**src/rtl/j1_pkg.sv**
```systemverilog
// j1_pkg: shared definitions for the core's operand-1 path.
//   OP1_* : op1_sel encodings, shared with the operand-1 mux.
//   io_rd_state_t : states of the I/O read sequencer.
package j1_pkg;

  localparam logic [1:0] OP1_ST0  = 2'b00;
  localparam logic [1:0] OP1_RST0 = 2'b01;
  localparam logic [1:0] OP1_MEM  = 2'b10;
  localparam logic [1:0] OP1_IO   = 2'b11;

  typedef enum logic [1:0] {
    IDLE = 2'd0,
    WAIT = 2'd1,
    DONE = 2'd2
  } io_rd_state_t;

endpackage

```
**src/rtl/io_timeout_counter.sv**
```systemverilog
// io_timeout_counter: counts bus wait cycles for the I/O read sequencer.
//   clk, rst : clock, synchronous active-high reset
//   clear    : zero the count (takes priority over enable)
//   enable   : advance the count by one
//   expired  : count has reached TIMEOUT_CYCLES-1
module io_timeout_counter #(
  parameter int TIMEOUT_CYCLES = 255
) (
  input  logic clk,
  input  logic rst,
  input  logic clear,
  input  logic enable,
  output logic expired
);

  localparam int CW = $clog2(TIMEOUT_CYCLES);

  logic [CW-1:0] count_q;

  always_ff @(posedge clk) begin
    if (rst || clear) begin
      count_q <= '0;
    end else if (enable && !expired) begin
      count_q <= count_q + 1'b1;
    end
  end

  assign expired = (count_q == CW'(TIMEOUT_CYCLES - 1));

endmodule

```
**src/rtl/io_read_sequencer.sv**
```systemverilog
// io_read_sequencer: stalls the core while an io_din operand is fetched.
// An instruction selecting io_din (op1_sel = OP1_IO, not immediate) holds the
// core in stall, issues a level read request on the I/O bus, captures the
// acknowledged word into io_din, then releases the core for one DONE cycle in
// which the instruction retires.
//
// Ports:
//   clk, rst      : clock, synchronous active-high reset
//   insn_valid    : decoded instruction present
//   is_immediate  : instruction is a literal
//   op1_sel       : operand-1 select
//   io_addr       : read address (st0)
//   io_rd         : registered read request (level, held until ack/abort)
//   io_rd_addr    : registered read address, stable while io_rd=1
//   io_ack        : one-cycle acknowledge qualifying io_rdata
//   io_rdata      : bus read data
//   io_din        : captured word for the operand mux
//   stall         : combinational core freeze
//   err_clr       : clears timeout_err
//   timeout_err   : sticky timeout flag
//
// Handshake: io_rd rises the cycle after the trigger and stays high with a
// frozen io_rd_addr until the bus returns io_ack for exactly one cycle; that
// cycle's io_rdata is the read result. io_ack outside WAIT is ignored.
//
// Build option: define IO_TIMEOUT_EN to abort a read after TIMEOUT_CYCLES
// wait cycles, returning TIMEOUT_VALUE and setting timeout_err.
module io_read_sequencer
  import j1_pkg::*;
#(
  parameter int               WIDTH          = 32,
  parameter int               TIMEOUT_CYCLES = 255,
  parameter logic [WIDTH-1:0] TIMEOUT_VALUE  = '1
) (
  input  logic             clk,
  input  logic             rst,
  input  logic             insn_valid,
  input  logic             is_immediate,
  input  logic [1:0]       op1_sel,
  input  logic [WIDTH-1:0] io_addr,
  output logic             io_rd,
  output logic [WIDTH-1:0] io_rd_addr,
  input  logic             io_ack,
  input  logic [WIDTH-1:0] io_rdata,
  output logic [WIDTH-1:0] io_din,
  output logic             stall,
  input  logic             err_clr,
  output logic             timeout_err
);

  io_rd_state_t state_q;
  io_rd_state_t state_d;
  logic         rd_hit;
  logic         timeout_fire;

  assign rd_hit = insn_valid && !is_immediate && (op1_sel == OP1_IO);

`ifdef IO_TIMEOUT_EN
  logic cnt_expired;

  io_timeout_counter #(
    .TIMEOUT_CYCLES (TIMEOUT_CYCLES)
  ) u_timeout_counter (
    .clk     (clk),
    .rst     (rst),
    .clear   ((state_q == IDLE) && rd_hit),
    .enable  ((state_q == WAIT) && !io_ack),
    .expired (cnt_expired)
  );

  // An ack on the expiry cycle wins: the read completes normally.
  assign timeout_fire = (state_q == WAIT) && !io_ack && cnt_expired;

  // Set has priority over clear so a timeout is never lost.
  always_ff @(posedge clk) begin
    if (rst) begin
      timeout_err <= 1'b0;
    end else if (timeout_fire) begin
      timeout_err <= 1'b1;
    end else if (err_clr) begin
      timeout_err <= 1'b0;
    end
  end
`else
  logic [32:0] unused_cfg;

  assign unused_cfg   = {err_clr, 32'(TIMEOUT_CYCLES)};
  assign timeout_fire = 1'b0;
  assign timeout_err  = 1'b0;
`endif

  always_ff @(posedge clk) begin
    if (rst) begin
      state_q <= IDLE;
    end else begin
      state_q <= state_d;
    end
  end

  always_comb begin
    state_d = state_q;
    stall   = 1'b0;
    case (state_q)
      IDLE: begin
        stall = rd_hit;
        if (rd_hit) state_d = WAIT;
      end
      WAIT: begin
        stall = 1'b1;
        if (io_ack || timeout_fire) state_d = DONE;
      end
      // Held instruction retires here; rd_hit is deliberately ignored.
      DONE: state_d = IDLE;
      default: state_d = IDLE;
    endcase
  end

  always_ff @(posedge clk) begin
    if (rst) begin
      io_rd      <= 1'b0;
      io_rd_addr <= '0;
      io_din     <= '0;
    end else begin
      case (state_q)
        IDLE: begin
          if (rd_hit) begin
            io_rd_addr <= io_addr;
            io_rd      <= 1'b1;
          end
        end
        WAIT: begin
          if (io_ack) begin
            io_din <= io_rdata;
            io_rd  <= 1'b0;
          end else if (timeout_fire) begin
            io_din <= TIMEOUT_VALUE;
            io_rd  <= 1'b0;
          end
        end
        default: io_rd <= 1'b0;
      endcase
    end
  end

endmodule

```
**config.mk**
```make
export PLATFORM = sky130hd
export DESIGN_NAME = io_read_sequencer
export DESIGN_NICKNAME = d
export VERILOG_FILES = /design/src/rtl/j1_pkg.sv /design/src/rtl/io_timeout_counter.sv /design/src/rtl/io_read_sequencer.sv
export SDC_FILE = /design/constraint.sdc
export NUM_CORES = 1
export LEC_CHECK = 0
export BUFFER_PORTS_ARGS = -buffer_cell sky130_fd_sc_hd__buf_2
export CORE_AREA = 3 3 87 89
export CTS_CLUSTER_DIAMETER = 100
export DETAILED_ROUTE_END_ITERATION = 10
export DIE_AREA = 0 0 90 92
export PLACE_DENSITY = 0.79
export SETUP_SLACK_MARGIN = 0.5
export SYNTH_ARGS = -nofsm -noshare
export SYNTH_HDL_FRONTEND = slang
export SYNTH_HIERARCHICAL = 1
export SYNTH_SLANG_ARGS = --single-unit
```
**constraint.sdc**
```tcl
create_clock -name clk -period 1.19 [get_ports clk]
set_clock_uncertainty 0.05 [all_clocks]
set_input_delay 0.238 -clock clk [delete_from_list [all_inputs] [get_ports clk]]
set_output_delay 0.238 -clock clk [all_outputs]
set_load 0.02 [all_outputs]
```
==> results of run 1 <==
## flip-flops by register name (all words and copies together), names as in the netlist
register	cells
io_rd_addr	32
state_q	1
io_rd	1
io_din	32
## metal layers
layer / routed length, um / up-vias
li1: - / 1280
met1: 3440 / 1264
met2: 5070 / 126
met3: 651 / 23
met4: 225 / 0
met5: 0 / -
## logic make-up after synthesis
family                 Yosys count
other                            1
buffers and inverters           23
DFF                             66
muxes                           32
AOI/OAI and AO/OA               34
and+or+nand+nor                134
## cell usage in the layout, fill, tap and decap left out, types with 3 or more instances in the layout
master                     count
sky130_fd_sc_hd__nand2b_1     16
sky130_fd_sc_hd__mux2i_1      29
sky130_fd_sc_hd__nand2_4      22
sky130_fd_sc_hd__nand2_2       6
sky130_fd_sc_hd__buf_4        29
sky130_fd_sc_hd__buf_16        5
sky130_fd_sc_hd__a21oi_2      31
sky130_fd_sc_hd__buf_2        70
sky130_fd_sc_hd__clkbuf_8     11
sky130_fd_sc_hd__buf_12        7
sky130_fd_sc_hd__nand2_1      36
sky130_fd_sc_hd__clkinv_2      3
sky130_fd_sc_hd__nand2b_2     28
sky130_fd_sc_hd__buf_6        70
sky130_fd_sc_hd__mux2i_2       3
sky130_fd_sc_hd__or2b_2       20
sky130_fd_sc_hd__dfxtp_2      65
## critical path, stage by stage, from the launching register on
cell and delay (ns):
sky130_fd_sc_hd__dfxtp_4 0.36, sky130_fd_sc_hd__buf_12 0.13, sky130_fd_sc_hd__and3b_2 0.24, sky130_fd_sc_hd__buf_12 0.14, sky130_fd_sc_hd__clkbuf_16 0.18, sky130_fd_sc_hd__nand2_4 0.07, sky130_fd_sc_hd__a21oi_2 0.05
## repair_timing
action	CTS	global route
gates cloned	6	2
setup endpoints to repair	132	132
resized for setup	206	56
pin swaps	13	28
buffers inserted	20	15
## worst paths after layout
| path | end | slack, ns |
|---|---|---|
| worst min register to register | io_din[3] | 0.41 |
| worst max register to register | io_din[1] | -0.15 |
| worst max-delay path | io_din[1] | -0.15 |
| worst min-delay path | io_din[30] | 0.08 |
## area by class of cell
class	count	area share [%]
timing repair buffer	186	34.4
tap	96	2.36
inverter	1	0.0738
clock inverter	3	0.295
clock buffer	13	3.12
sequential	66	27.7
multi-input combinational	201	32.1
## through the flow
stage / setup TNS [ns] / hold WS (ns) / instances
after floorplan: -0.385 / 0.313 / 290
after global placement: -2.68 / 0.387 / 507
after detailed placement: -3.14 / 0.391 / 507
after CTS: -5.10 / 0.0633 / 549
after global routing: -9.83 / 0.0737 / 566
final: -6.28 / 0.0806 / 566
## power by group
part / switching [mW] / internal [mW]
Clock: 0.836 / 0.863
Sequential: 0.0277 / 2.25
Combinational: 0.277 / 0.333
==> run_summary.xml, run 1 <==
<?xml version="1.0" encoding="UTF-8"?>
<metrics>
  <group name="outcome">
    <metric name="status" unit="">finished, violations left</metric>
    <metric name="violations" unit="">setup timing</metric>
  </group>
  <group name="timing">
    <metric name="final.min_clock_period" unit="ns">1.34</metric>
    <metric name="worst_slack" unit="ns">-0.154</metric>
    <metric name="final-max-slew-violation-count" unit="">0</metric>
    <metric name="clock.fmax" unit="MHz">744</metric>
    <metric name="timing.final.crit_share" unit="%">113</metric>
    <metric name="grt_setup_unrepaired" unit="">true</metric>
    <metric name="finalSetupViolCount" unit="">67</metric>
    <metric name="hold_violations" unit="">0</metric>
  </group>
  <group name="route">
    <metric name="routed-via-count" unit="">2693</metric>
    <metric name="avgViaCountPerCell" unit="">4.76</metric>
    <metric name="detail_route.wirelength" unit="mm">9.38</metric>
    <metric name="drt_pass1_iterations" unit="">4</metric>
    <metric name="number_of_remaining_drc_errors" unit="">0</metric>
    <metric name="drt-initial-drc-count" unit="">63</metric>
    <metric name="ant_nets" unit="">0</metric>
    <metric name="wl_per_cell" unit="um">16.6</metric>
  </group>
  <group name="global_routing">
    <metric name="grt_util_met1" unit="%">21.2</metric>
    <metric name="grt_antenna_before_repair" unit="">0</metric>
    <metric name="grt_util_met3" unit="%">5.74</metric>
    <metric name="grt_pass1_vias" unit="">2715</metric>
    <metric name="globalRoute.busiestLayer" unit="">met2</metric>
    <metric name="overflow" unit="">0</metric>
    <metric name="grtUsageMet2" unit="%">36.2</metric>
    <metric name="grt_max_degree" unit="">42</metric>
    <metric name="global_route_usage_over_all_layers" unit="%">19.6</metric>
    <metric name="grt_pass1_wl" unit="mm">13.0</metric>
  </group>
  <group name="synthesis">
    <metric name="synth_compound_gate_area_share" unit="%">6.26</metric>
    <metric name="synth.most_common_cell" unit="">sky130_fd_sc_hd__dfxtp_1</metric>
    <metric name="syn-instance-count" unit="">290</metric>
    <metric name="ys_types" unit="">23</metric>
    <metric name="synthesis.nets" unit="">362</metric>
    <metric name="synth_top_cell_area_share" unit="%">47.2</metric>
    <metric name="synth_simple_gate_area_share" unit="%">29.5</metric>
    <metric name="synth-seq-area-share" unit="%">47.2</metric>
    <metric name="syn-cell-area" unit="sq um">2800</metric>
    <metric name="yosysWarningCount" unit="">6</metric>
    <metric name="synthDominantAreaCellType" unit="">sky130_fd_sc_hd__dfxtp_1</metric>
    <metric name="post_synthesis_async_set_or_reset_flop_share" unit="%">0</metric>
    <metric name="synth_edf_count" unit="">0</metric>
    <metric name="synth_xor_xnor_area_share" unit="%">0</metric>
    <metric name="synth_seq_cells" unit="">66</metric>
    <metric name="post_synth.cell_area_avg" unit="sq um">9.65</metric>
    <metric name="fraction_of_synthesized_area_in_multiplexers" unit="%">11.4</metric>
    <metric name="synth_flop_cell" unit="">sky130_fd_sc_hd__dfxtp_1</metric>
    <metric name="ys_top_cells_by_area" unit="">sky130_fd_sc_hd__dfxtp_1, sky130_fd_sc_hd__mux2i_1, sky130_fd_sc_hd__nand2b_2</metric>
    <metric name="synth_top_cells_by_count" unit="">sky130_fd_sc_hd__dfxtp_1, sky130_fd_sc_hd__nand2_1, sky130_fd_sc_hd__a21oi_1</metric>
    <metric name="synth-adder-area-share" unit="%">0</metric>
    <metric name="synth_top_family_by_area" unit="">simple AND/OR/NAND/NOR gates</metric>
  </group>
  <group name="flow_run">
    <metric name="maxCapViolations" unit="">0</metric>
  </group>
  <group name="min_path">
    <metric name="worstHoldPathCells" unit="">3</metric>
    <metric name="min_from" unit="">io_rdata[30]</metric>
    <metric name="timing.hold.worst.class" unit="">in2reg</metric>
  </group>
  <group name="layout">
    <metric name="drive_gt1_share" unit="%">80.9</metric>
    <metric name="cell_area_after_layout" unit="sq um">5080</metric>
    <metric name="final-seq-area" unit="sq um">1410</metric>
    <metric name="multiInputGateArea" unit="sq um">1630</metric>
    <metric name="final_util" unit="%">74.4</metric>
    <metric name="layout-area-overhead-vs-synth" unit="%">81.7</metric>
    <metric name="final.fill_count" unit="">466</metric>
    <metric name="num-nets-final" unit="">537</metric>
    <metric name="antenna-diode-count" unit="">0</metric>
  </group>
  <group name="clocking">
    <metric name="cts_hold_buffers" unit="">0</metric>
    <metric name="h_tree_lvl_count" unit="">3</metric>
    <metric name="cts.root.buffer_cell" unit="">sky130_fd_sc_hd__clkbuf_8</metric>
    <metric name="cts_buffers" unit="">9</metric>
    <metric name="tritoncts" unit="">built</metric>
    <metric name="insertion_delay" unit="ns">0.33</metric>
    <metric name="clock_tree.buffer_depth" unit="">2</metric>
    <metric name="clock-sinks" unit="">66</metric>
    <metric name="worst_setup_hold_path_clk_slew" unit="ns">0.08</metric>
  </group>
  <group name="power_and_ir_drop">
    <metric name="finalPower" unit="mW">4.58</metric>
    <metric name="ir_worst_vdd" unit="mV">0.492</metric>
    <metric name="power-per-cell-area" unit="nW/um^2">901</metric>
    <metric name="leakage" unit="nW">2.24</metric>
  </group>
  <group name="floorplanning">
    <metric name="die_height" unit="um">92</metric>
    <metric name="ioPinCount" unit="">139</metric>
    <metric name="die_w" unit="um">90</metric>
    <metric name="die-area" unit="sq um">8280</metric>
    <metric name="initial_standard_cell_utilization_of_the_core" unit="%">41.0</metric>
    <metric name="design.core.area" unit="sq um">6830</metric>
    <metric name="fp-row-count" unit="">30</metric>
  </group>
  <group name="placement">
    <metric name="place_area" unit="sq um">3610</metric>
    <metric name="dp.final_hpwl" unit="mm">4.64</metric>
    <metric name="dpl_worst_slack" unit="ns">-0.143</metric>
    <metric name="gpl_wtd_cong" unit="">0.717</metric>
    <metric name="port_buffers" unit="">136</metric>
  </group>
  <group name="setup_path">
    <metric name="worst_ep_arrival_time" unit="ns">1.49</metric>
    <metric name="worst_r2r_startpoint" unit="">io_rd</metric>
    <metric name="crit_required" unit="ns">1.34</metric>
    <metric name="ff2ff_path_depth" unit="">6</metric>
    <metric name="worst_setup_path_end_kind" unit="">register</metric>
    <metric name="worst-path-max-fanout" unit="">8</metric>
    <metric name="cp-startpoint" unit="">io_rd</metric>
    <metric name="critPathKind" unit="">reg2reg</metric>
    <metric name="timing.critical_path.from_type" unit="">register</metric>
  </group>
</metrics>
Note: power is estimated with default switching activity, not from simulation.
==> run 2, diff against run 1 <==
--- a/config.mk
+++ b/config.mk
@@ -16,3 +16,4 @@
 export SYNTH_HDL_FRONTEND = slang
 export SYNTH_HIERARCHICAL = 1
 export SYNTH_SLANG_ARGS = --single-unit
+export TNS_END_PERCENT = 30
==> run 2 against run 1 <==
  * The flow still finishes with violations (setup timing)
  * Register-to-register slack improved by 0.06 ns
  * Utilization fell by 9.3 points
  * Total power rose by 12%
  * Via count fell by 7.7%
  * Largest cell class is now multi-input gates
  * Largest power group is now the clock network
==> run_summary.xml, run 2 (same netlist as run 1, synthesis figures left out) <==
<?xml version="1.0" encoding="UTF-8"?>
<metrics>
  <group name="clocking">
    <metric name="cts_buffers" unit="">9</metric>
    <metric name="h_tree_lvl_count" unit="">3</metric>
    <metric name="insertion_delay" unit="ns">0.33</metric>
    <metric name="clock-sinks" unit="">66</metric>
    <metric name="clock_tree.buffer_depth" unit="">2</metric>
    <metric name="worst_setup_hold_path_clk_slew" unit="ns">0.07</metric>
    <metric name="tritoncts" unit="">built</metric>
    <metric name="cts.root.buffer_cell" unit="">sky130_fd_sc_hd__clkbuf_8</metric>
  </group>
  <group name="min_path">
    <metric name="timing.hold.worst.class" unit="">in2reg</metric>
    <metric name="min_from" unit="">io_rdata[27]</metric>
    <metric name="worstHoldPathCells" unit="">3</metric>
    <metric name="min_to" unit="">io_din[27]</metric>
  </group>
  <group name="timing">
    <metric name="finalSetupViolCount" unit="">66</metric>
    <metric name="clock.fmax" unit="MHz">772</metric>
    <metric name="final-max-slew-violation-count" unit="">0</metric>
    <metric name="timing.final.crit_share" unit="%">109</metric>
    <metric name="final.min_clock_period" unit="ns">1.30</metric>
    <metric name="worst_slack" unit="ns">-0.106</metric>
    <metric name="grt_setup_unrepaired" unit="">true</metric>
    <metric name="hold_violations" unit="">0</metric>
  </group>
  <group name="placement">
    <metric name="dp.final_hpwl" unit="mm">4.72</metric>
    <metric name="port_buffers" unit="">136</metric>
    <metric name="dpl.cell_count" unit="">506</metric>
    <metric name="gpl_wtd_cong" unit="">0.703</metric>
    <metric name="place_area" unit="sq um">3550</metric>
  </group>
  <group name="setup_path">
    <metric name="crit_required" unit="ns">0.90</metric>
    <metric name="worst_r2r_startpoint" unit="">io_rd</metric>
    <metric name="r2r_end" unit="">io_rd_addr[0]</metric>
    <metric name="reg2reg_slack" unit="ns">-0.09</metric>
    <metric name="worst_setup_path_end_kind" unit="">output pin</metric>
    <metric name="ff2ff_path_depth" unit="">5</metric>
    <metric name="critPathKind" unit="">reg2out</metric>
    <metric name="timing.critical_path.from_type" unit="">register</metric>
    <metric name="worst_ep_arrival_time" unit="ns">1.01</metric>
    <metric name="worst-path-max-fanout" unit="">3</metric>
  </group>
  <group name="global_routing">
    <metric name="grt_pass1_wl" unit="mm">11.5</metric>
    <metric name="global_route_usage_over_all_layers" unit="%">17.2</metric>
    <metric name="grt_max_degree" unit="">48</metric>
    <metric name="overflow" unit="">0</metric>
    <metric name="grt_antenna_before_repair" unit="">1</metric>
    <metric name="grt_pass1_vias" unit="">2416</metric>
  </group>
  <group name="layout">
    <metric name="layout-area-overhead-vs-synth" unit="%">58.9</metric>
    <metric name="cell_area_after_layout" unit="sq um">4450</metric>
    <metric name="layout.cells.non_filler" unit="">535</metric>
    <metric name="num-nets-final" unit="">506</metric>
    <metric name="largestRegisters" unit="">io_din: 32 flops, io_rd_addr: 32 flops</metric>
    <metric name="final_cell_mix" unit="">sky130_fd_sc_hd__buf_2, sky130_fd_sc_hd__nand2_1, sky130_fd_sc_hd__dfxtp_1</metric>
    <metric name="final.fill_count" unit="">546</metric>
    <metric name="layout_commonest_cell" unit="">sky130_fd_sc_hd__buf_2</metric>
    <metric name="antenna-diode-count" unit="">0</metric>
    <metric name="multiInputGateArea" unit="sq um">1420</metric>
    <metric name="final-seq-area" unit="sq um">1340</metric>
    <metric name="drive_gt1_share" unit="%">59.5</metric>
  </group>
  <group name="route">
    <metric name="drt-initial-drc-count" unit="">47</metric>
    <metric name="wl_per_cell" unit="um">14.5</metric>
    <metric name="avgViaCountPerCell" unit="">4.65</metric>
    <metric name="routed-via-count" unit="">2486</metric>
    <metric name="number_of_remaining_drc_errors" unit="">0</metric>
    <metric name="ant_nets" unit="">0</metric>
    <metric name="drt_pass1_iterations" unit="">4</metric>
    <metric name="detail_route.wirelength" unit="mm">7.73</metric>
  </group>
  <group name="floorplanning">
    <metric name="fp-row-count" unit="">30</metric>
    <metric name="die_height" unit="um">92</metric>
    <metric name="die_w" unit="um">90</metric>
    <metric name="initial_standard_cell_utilization_of_the_core" unit="%">41.0</metric>
    <metric name="die-area" unit="sq um">8280</metric>
    <metric name="ioPinCount" unit="">139</metric>
    <metric name="design.core.area" unit="sq um">6830</metric>
  </group>
  <group name="outcome">
    <metric name="status" unit="">finished, violations left</metric>
    <metric name="violations" unit="">setup timing</metric>
  </group>
  <group name="flow_run">
    <metric name="maxCapViolations" unit="">0</metric>
  </group>
  <group name="power_and_ir_drop">
    <metric name="leakage" unit="nW">1.82</metric>
    <metric name="power-per-cell-area" unit="nW/um^2">1150</metric>
    <metric name="ir_worst_vdd" unit="mV">0.679</metric>
  </group>
</metrics>
[run 2: final cells by class]
class                   count  share of cell area (%)
multi-input cells         201                    31.8
flip-flops and latches     66                    30.1
repair buffers            155                    29.6
clock buffers              12                    3.49
well taps                  96                    2.70
clock inverters             4                    2.19
inverters                   1                  0.0844
[run 2: report_power, final]
part / internal, mW / total [mW] / switching, mW / leakage (nW)
Clock: 1.51 / 2.35 / 0.837 / 0.123
Combinational: 0.281 / 0.510 / 0.229 / 1.16
Sequential: 2.24 / 2.27 / 0.0245 / 0.540
Total: 4.03 / 5.12 / 1.09 / 1.82
[run 2: what timing repair did]
action                                  CTS  global route
hold buffers                              0             0
buffers inserted                          5             1
pin swaps                                 2             5
gates resized for setup                 129            24
endpoints found under the hold margin     0             0
gates cloned                              2             5
endpoints found under the setup margin  132           132
[run 2: metal layers]
metal  track usage (%)  wire length [um]
met5                 0                 7
met4              6.63               156
met3              5.99               525
met2              30.8              3960
met1              18.6              3080
[run 2: worst max-delay path by stage]
stage,start,to,slack [ns],cells past startpoint
2_1_floorplan,is_immediate,io_rd_addr[0],-0.01,4
6_report,io_rd,stall,-0.11,3
3_3_place_gp,is_immediate,io_rd_addr[27],-0.08,5
3_5_place_dp,is_immediate,io_rd_addr[0],-0.14,5
5_1_grt,io_rd,stall,-0.14,3
4_1_cts,io_rd,stall,-0.13,3
[run 2: through the flow]
| step | utilization [%] | total power [mW] | setup TNS [ns] | hold slack [ns] | setup slack, ns |
|---|---|---|---|---|---|
| 2_1_floorplan | - | 2.55 | -0.385 | 0.321 | -0.0128 |
| 3_3_place_gp | 52.0 | 2.72 | -2.48 | 0.388 | -0.0800 |
| 3_5_place_dp | 52.0 | 2.73 | -3.58 | 0.394 | -0.140 |
| 4_1_cts | 62.2 | 5.14 | -3.07 | 0.0662 | -0.127 |
| 5_1_grt | 65.1 | 5.32 | -6.50 | 0.0620 | -0.143 |
| 6_report | 65.1 | 5.12 | -2.88 | 0.0838 | -0.106 |
[run 2: worst max-delay path: stages (launching register included)]
cell and delay [ns]:
sky130_fd_sc_hd__dfxtp_4 0.36, sky130_fd_sc_hd__inv_2 0.04, sky130_fd_sc_hd__a21oi_2 0.14, sky130_fd_sc_hd__buf_6 0.14
